===== src/rtl/hog_pixel_feeder.sv =====
// Packs serial pixels into PIX_N-pixel words, buffers two, returns one per HOG request with ready 1 cycle later.
// s_ready drops only when the last lane waits on a full FIFO with no pop; HOG_FEED_MSB_FIRST_EN packs first pixel into the MSB lane.

module hog_pixel_feeder_fifo #(
  parameter int DW = 8
) (
  input  logic          clk,
  input  logic          rst,
  input  logic          push_vld,
  input  logic [DW-1:0] push_dat,
  input  logic          pop_vld,
  output logic [DW-1:0] pop_dat,
  output logic          empty,
  output logic          full
);
  logic [DW-1:0] mem_q [2];
  logic [DW-1:0] mem_d [2];
  logic          wr_ptr_q, wr_ptr_d;
  logic          rd_ptr_q, rd_ptr_d;
  logic [1:0]    cnt_q, cnt_d;

  // When full, a same-cycle push lands on the slot being popped; the pop has already read it.
  always_comb begin
    mem_d    = mem_q;
    wr_ptr_d = wr_ptr_q;
    rd_ptr_d = rd_ptr_q;
    cnt_d    = cnt_q + {1'b0, push_vld} - {1'b0, pop_vld};
    if (push_vld) begin
      mem_d[wr_ptr_q] = push_dat;
      wr_ptr_d        = ~wr_ptr_q;
    end
    if (pop_vld) begin
      rd_ptr_d = ~rd_ptr_q;
    end
  end

  always_ff @(posedge clk) begin
    mem_q <= mem_d;
    if (!rst) begin
      wr_ptr_q <= 1'b0;
      rd_ptr_q <= 1'b0;
      cnt_q    <= 2'd0;
    end else begin
      wr_ptr_q <= wr_ptr_d;
      rd_ptr_q <= rd_ptr_d;
      cnt_q    <= cnt_d;
    end
  end

  assign pop_dat = mem_q[rd_ptr_q];
  assign empty   = (cnt_q == 2'd0);
  assign full    = (cnt_q == 2'd2);
endmodule

module hog_pixel_feeder #(
  parameter int PIX_W = 8,
  parameter int PIX_N = 96,
  parameter int WPF   = 3200,
  parameter int WC_W  = 12
) (
  input  logic                   clk,
  input  logic                   rst,
  input  logic [PIX_W-1:0]       s_data,
  input  logic                   s_valid,
  input  logic                   s_sof,
  output logic                   s_ready,
  input  logic                   request,
  output logic                   ready,
  output logic [PIX_W*PIX_N-1:0] o_data,
  output logic                   frame_end,
  output logic                   err
);
  localparam int PC_W = (PIX_N > 1) ? $clog2(PIX_N) : 1;
  localparam int DW   = PIX_W * PIX_N;

  typedef enum logic {S_IDLE, S_WAIT} state_t;

  state_t          state_q, state_d;
  logic [PC_W-1:0] pcnt_q, pcnt_d;
  logic [DW-1:0]   word_q, word_d;
  logic            ready_q, ready_d;
  logic [DW-1:0]   o_data_q, o_data_d;
  logic            err_q, err_d;
  logic [WC_W-1:0] wcnt_q, wcnt_d;

  logic            fifo_push, fifo_pop, fifo_empty, fifo_full;
  logic [DW-1:0]   fifo_dout;
  logic            can_pop, req_drop;
  logic            pix_acc, sof_acc, last_pix;
  logic [PC_W-1:0] slot, lane;

  hog_pixel_feeder_fifo #(.DW(DW)) u_fifo (
    .clk      (clk),
    .rst      (rst),
    .push_vld (fifo_push),
    .push_dat (word_d),
    .pop_vld  (fifo_pop),
    .pop_dat  (fifo_dout),
    .empty    (fifo_empty),
    .full     (fifo_full)
  );

  // No pop in the strobe cycle keeps ready from going high on back-to-back cycles.
  assign can_pop = !fifo_empty && !ready_q;

  always_ff @(posedge clk) begin
    if (!rst) begin
      state_q <= S_IDLE;
    end else begin
      state_q <= state_d;
    end
  end

  always_comb begin
    state_d = state_q;
    case (state_q)
      S_IDLE:  if (request && !can_pop) state_d = S_WAIT;
      S_WAIT:  if (can_pop) state_d = S_IDLE;
      default: state_d = S_IDLE;
    endcase
  end

  always_comb begin
    fifo_pop = 1'b0;
    req_drop = 1'b0;
    case (state_q)
      S_IDLE: fifo_pop = request && can_pop;
      S_WAIT: begin
        fifo_pop = can_pop;
        req_drop = request;
      end
      default: ;
    endcase
  end

  assign last_pix  = (pcnt_q == PC_W'(PIX_N - 1));
  assign s_ready   = !(last_pix && fifo_full && !fifo_pop);
  assign pix_acc   = s_valid && s_ready;
  assign sof_acc   = pix_acc && s_sof;
  assign fifo_push = pix_acc && !s_sof && last_pix;
  assign slot      = sof_acc ? '0 : pcnt_q;

`ifdef HOG_FEED_MSB_FIRST_EN
  assign lane = PC_W'(PIX_N - 1) - slot;
`else
  assign lane = slot;
`endif

  always_comb begin
    word_d = word_q;
    pcnt_d = pcnt_q;
    if (pix_acc) begin
      word_d[lane*PIX_W +: PIX_W] = s_data;
      if (s_sof)         pcnt_d = PC_W'(1);
      else if (last_pix) pcnt_d = '0;
      else               pcnt_d = pcnt_q + PC_W'(1);
    end
  end

  always_comb begin
    ready_d  = fifo_pop;
    o_data_d = fifo_pop ? fifo_dout : o_data_q;
    err_d    = err_q | (sof_acc && (pcnt_q != '0)) | req_drop;
    wcnt_d   = wcnt_q;
    if (ready_q) begin
      wcnt_d = (wcnt_q == WC_W'(WPF - 1)) ? '0 : wcnt_q + WC_W'(1);
    end
    if (sof_acc) begin
      wcnt_d = '0;
    end
  end

  always_ff @(posedge clk) begin
    word_q <= word_d;
    if (!rst) begin
      pcnt_q   <= '0;
      ready_q  <= 1'b0;
      o_data_q <= '0;
      err_q    <= 1'b0;
      wcnt_q   <= '0;
    end else begin
      pcnt_q   <= pcnt_d;
      ready_q  <= ready_d;
      o_data_q <= o_data_d;
      err_q    <= err_d;
      wcnt_q   <= wcnt_d;
    end
  end

  assign ready     = ready_q;
  assign o_data    = o_data_q;
  assign err       = err_q;
  assign frame_end = ready_q && (wcnt_q == WC_W'(WPF - 1));
endmodule


===== config.mk =====
export PLATFORM = sky130hd
export DESIGN_NAME = hog_pixel_feeder
export DESIGN_NICKNAME = d
export VERILOG_FILES = /design/src/rtl/hog_pixel_feeder.sv
export SDC_FILE = /design/constraint.sdc
export NUM_CORES = 2
export LEC_CHECK = 0
export ABC_AREA = 0
export CAP_MARGIN = 10
export CORE_MARGIN = 8
export CORE_UTILIZATION = 35
export CTS_BUF_LIST = sky130_fd_sc_hd__clkbuf_4
export CTS_CLUSTER_SIZE = 24
export DETAILED_ROUTE_END_ITERATION = 8
export PLACE_DENSITY = 0.64
export RECOVER_POWER = 50
export SETUP_SLACK_MARGIN = 0.05
export SLEW_MARGIN = 30
export SYNTH_ARGS = -nofsm -noshare
export SYNTH_HDL_FRONTEND = slang
export SYNTH_SLANG_ARGS = --single-unit

===== constraint.sdc =====
create_clock -name clk -period 44 [get_ports clk]
set_input_delay 6.6 -clock clk [delete_from_list [all_inputs] [get_ports clk]]
set_output_delay 6.6 -clock clk [all_outputs]
set_load 0.05 [all_outputs]

* Word-level counts from Yosys, hierarchy flattened
Cells that the tools add are included.
** Operators by class
- $add $sub $neg :: 5
- $lt $le $gt $ge :: 3
- Equal/unequal tests :: 3
- Shift operators :: 2
- Muxes and demuxes :: 17
- Bitwise logic cells :: 8
- Reduce and logical (&&, ||, !) cells :: 21
** Operators by type and width (number)
- $mux W768 :: 5
- $bwmux W1536 :: 1
- $bwmux W768 :: 1
- $demux W768 S1 :: 1
- $shift A8 B34 Y768 const A :: 1
- $shiftx A8 B34 Y768 :: 1
- $neg A10 Y34 :: 1
- $mux W7 :: 3
- $add A12 B1 Y12 const B :: 1
- $eq A12 B12 Y1 const B :: 1
- $logic_and A1 B1 Y1 :: 12
- $mux W12 :: 1
- $add A7 B1 Y7 const B :: 1
- $eq A7 B7 Y1 const B :: 1
- $reduce_bool A7 Y1 :: 1
- $logic_not A1 Y1 :: 6
- $ge A2 B2 Y1 const B :: 2
- $not A1 Y1 :: 4
- $not A1 Y2 :: 2
- $pmux W1 S2 :: 2
- $mux W1 :: 3
- $add A2 B1 Y2 :: 1
- $eq A2 B2 Y1 const B :: 1
- $logic_not A2 Y1 :: 1
- 4 further kinds :: 5
** Word-level totals
- Register bits :: 3098
- Bits of input ports :: 13
- Output and inout port bits :: 772
- Word-level logic and storage cells :: 71

* Logic depth before layout (Yosys ltp)
- Depth after elaboration :: 16
- Depth in mapped cells :: 19
- Depth with buffers taken out :: 15

* Hierarchy
A second synthesis with hierarchy kept.
** Unflattened totals
- Cells, all modules :: 7944
- Area, all modules :: 113460.1 um^2
** By module, submodules not included
- hog_pixel_feeder_fifo :: times used 1, cells each 2409, area an instance 57631.5 um^2, seq. area each 46204.3 um^2
- hog_pixel_feeder :: times used 1, cells each 5535, area an instance 55828.5 um^2, seq. area each 31189.9 um^2

* Worst setup path after synthesis
OpenSTA, ideal clock, no wires.
- Path kind :: input to register
- Start :: input port request
- End :: register u_fifo.mem_q[1000] (netlist bit), enable pin
- Setup time :: 2.013 ns
- Data arrival time :: 40.913 ns
- Data required time :: 41.987 ns
- Setup slack :: 1.073 ns
- Cell stages on the path :: 4
- Buffers on the path :: 0
- Cells stage by stage :: o21ba_2 o41ai_1 nor4_1 nor2b_1
** Between the ends
- Longest elaborated chain between the ends :: 8
** RTL lines
- start, declared :: RTL line 67 : input logic request,
- $logic_and A1 B1 Y1 :: RTL line 127 : S_IDLE: fifo_pop = request && can_pop;
- $pmux W1 S2 :: RTL line 126 : case (state_q)
- $logic_not A1 Y1 :: RTL line 137 : assign s_ready = !(last_pix && fifo_full && !fifo_pop);
- $logic_and A1 B1 Y1 :: RTL line 137
- $logic_not A1 Y1 :: RTL line 137
- $logic_and A1 B1 Y1 :: RTL line 138 : assign pix_acc = s_valid && s_ready;
- $logic_and A1 B1 Y1 (2 in a row) :: RTL line 140 : assign fifo_push = pix_acc && !s_sof && last_pix;
- via fifo_push :: RTL line 86 : logic fifo_push, fifo_pop, fifo_empty, fifo_full;
- end signal, assigned :: RTL line 38 : mem_q <= mem_d;
- end, declared :: RTL line 16 : logic [DW-1:0] mem_q [2];
The timed path passes the listed nets, and every way through them passes these cells.
A chain may end at the register's enable or synchronous reset.

* Worst setup path after layout
- Start :: input port request
- End :: register u_fifo.mem_q[621] (netlist bit), enable pin
Same word-level chain as after synthesis.

==> impl_metrics.ini <==
[cts]
clock_latency_ns = 1.55
cts_num_sinks = 3098
cts_resized = 0
cts_buffer_depth = 4
cts_buffers = 763
clk_pin_slew_ns = 0.07
htreeDepth = 6
root_buffer = clkbuf_4
ctsHoldBuffers = 0
postCtsSetupBuffers = 0
cts_tree = built

[worst_setup_path]
path_class = input pin to flop
worstPathCellList = dlygate4sd3_1 -> o21ba_1 -> o41ai_1 -> nor4_1 -> clkbuf_1 -> and2_0 -> clkbuf_1 -> clkbuf_1 -> clkbuf_1
startpoint_type = input pin
crit_top_cell = clkbuf_1
critPathMaxFanout = 104
rr_startpoint = pcnt_q[0]
r2r_end = u_fifo.mem_q[621]
reg2regPathDepth = 9
reg2reg_setup_slack_ns = 28.98
worst_path_max_delay_cell = clkbuf_1
cp-end-kind = flop
endpoint = u_fifo.mem_q[621]
cp.required_ns = 44.81
critical_path.max_stage_delay_ns = 4.64
arrival_ns = 20.85
critPathLaunch = request

[die]
die_width_um = 573
num_io_pins = 785
core_sq_mm = 0.309
die_area_sq_mm = 0.328
start_util_pct = 35.1
row_count = 204
die_y_um = 573

[timing]
finalCritPeriodShare_pct = 45.5
setup_viol_count_final = 0
fmax_mhz = 49.9
fin_skew_ns = 0.136
relSlewSlack_pct = -510
tightest_slew_ns = 9.14
final-hold-violation-count = 0
rsz0062_at_grt = no
slew_viol_final = 2315
fin_crit_ns = 20.03
setup_tns_ns = 0

[route]
wl_mm = 302
postRouteAntennaNets = 0
drtIter0Drc = 4958
drt_pass1_iterations = 9
viasPerCell = 4.91
wl_per_cell_um = 23.0
drc_errors = 0
vias = 64400

[yosys]
synth_area_sq_mm = 0.109
async_flop_share_pct = 0
netlist_instances = 7126
ys_warn_count = 0
ys_types = 71
synth-main-ff-cell = dfxtp_1
seq_area_frac_synth_pct = 71.3
synth-seq-cells = 3098
synth_edf_count = 1536
synth_fp_nets = 7146
synth.avg_cell_area_sq_um = 15.2

[final_layout]
multi_input_area_sq_mm = 0.0295
stdcell_count = 13100
syn2layout_area_growth_pct = 20.9
mostFrequentLayoutCells = dfxtp_1 (1561), edfxtp_1 (1536), clkbuf_4 (1221)
layout_commonest_cell = dfxtp_1
drive_above_1_share_pct = 24.2
regArea_sq_mm = 0.0774
nNetsFinal = 8336
nFillCells = 28200

[global_routing]
grt_start_max_net_pins = 218
grt_pass1_wl_mm = 432
track_usage_pct = 17.5
first_global_vias = 65000
gr-total-overflow = 0
antenna_found_initial = 26

[status]
violations = capacitance limit, slew limit
status = finished, violations left

[power]
p_leak_nw = 57.5
power_density_mw_per_mm2 = 69.4
ir_worst_vdd_mv = 0.0581

[run]
drv_cap = 33

[placement]
gp_congestion = 0.780
port_buffers = 784
dp.cells = 11700
hpwl_mm = 189

[hold_path]
hold_path_class = flop to flop
cell type report:
cell class              instances  share of cell area, %
diodes                         15                 0.0286
clock buffers                1221                   6.99
clock inverters               203                  0.979
inverters                      12                 0.0343
multi-input cells            3549                   22.5
flip-flops and latches       3098                   59.0
well taps                    4120                   3.93
repair buffers                892                   6.59
flip-flops by register name, indices dropped and copies added (netlist names), 2 cells and up:
register / cells
word_q: 768
u_fifo.mem_q: 1536
pcnt_q: 7
o_data: 768
u_fifo.cnt_q: 2
wcnt_q: 12
routing by layer:
metal	wire length [um]	GRT usage, %	share of wire, %
met2	139000	27.6	46
met4	12200	7.47	4.0
met5	91	0	0.030
met1	130000	22.9	43
met3	20600	4.28	6.8
metrics by stage:
stage                     hold WS [ns]  utilization, %  cell area, sq um  total power, mW  setup WS [ns]
after global routing             0.491            42.5            131000             9.51          23.11
after global placement           0.457            39.1            121000             6.80          28.16
after floorplan                  0.451               -            109000             5.63           1.07
final                            0.455            42.5            131000             9.11          23.97
after CTS                        0.478            42.5            131000             9.31          28.21
after detailed placement         0.468            39.1            121000             6.82          28.22
synthesized netlist by cell type (3+ instances only):
cell,n,share of area [%]
mux2i_1,772,7.1
a21o_1,3,0.021
and2_1,34,0.20
or4_1,3,0.021
and4_1,5,0.040
nand2b_1,7,0.040
and3_1,18,0.10
nand4_1,7,0.040
nor3b_1,8,0.055
buf_2,19,0.088
o21ai_0,100,0.46
nor2b_1,7,0.040
o211a_1,770,7.1
a21boi_0,3,0.021
buf_1,10,0.035
mux2_2,682,7.1
edfxtp_1,1536,42
xnor2_1,7,0.056
clkbuf_1,435,1.5
mux2_4,8,0.11
nor4_1,9,0.052
or3_1,13,0.075
nor2_1,32,0.11
a21oi_1,11,0.051
inv_1,9,0.031
mux2_1,3,0.031
nand2_1,900,3.1
o21bai_1,3,0.021
nor3_2,13,0.12
nor2_2,30,0.17
ha_1,7,0.081
nor3_1,11,0.051
nand3_2,4,0.037
dfxtp_1,1562,29
nand3_1,31,0.14
xor2_1,8,0.065
worst max-delay path: cells and delay by family:
kind / cells / cell delay [ns]
buffers and inverters: 5 / 10.60
and+or+nand+nor: 2 / 2.73
AOI/OAI and AO/OA: 2 / 0.63
how the worst min path moves through the flow:
stage / startpoint / to / slack, ns / cells past startpoint
5_1_grt: word_q[203] / u_fifo.mem_q[203] / 0.49 / 1
3_5_place_dp: word_q[738] / word_q[738] / 0.47 / 1
3_3_place_gp: word_q[516] / word_q[516] / 0.46 / 1
2_1_floorplan: word_q[514] / word_q[514] / 0.45 / 1
4_1_cts: word_q[203] / u_fifo.mem_q[203] / 0.48 / 1
6_report: word_q[203] / u_fifo.mem_q[203] / 0.46 / 1
power breakdown:
group          switching, mW  internal [mW]  total (mW)
Sequential             0.275           3.33        3.60
Combinational           2.11          0.933        3.04
Clock                   1.17           1.29        2.46
kinds of logic after synthesis:
group                    share of synthesized area, %
AND/OR/NAND/NOR                                  4.60
flip-flops                                       71.3
XOR/XNOR                                        0.121
buffers and inverters                            1.69
adder cells (fa/ha/maj)                        0.0807
AO/OA/AOI/OAI                                    7.87
multiplexers                                     14.3
Power figures use the tool's default switching activity.
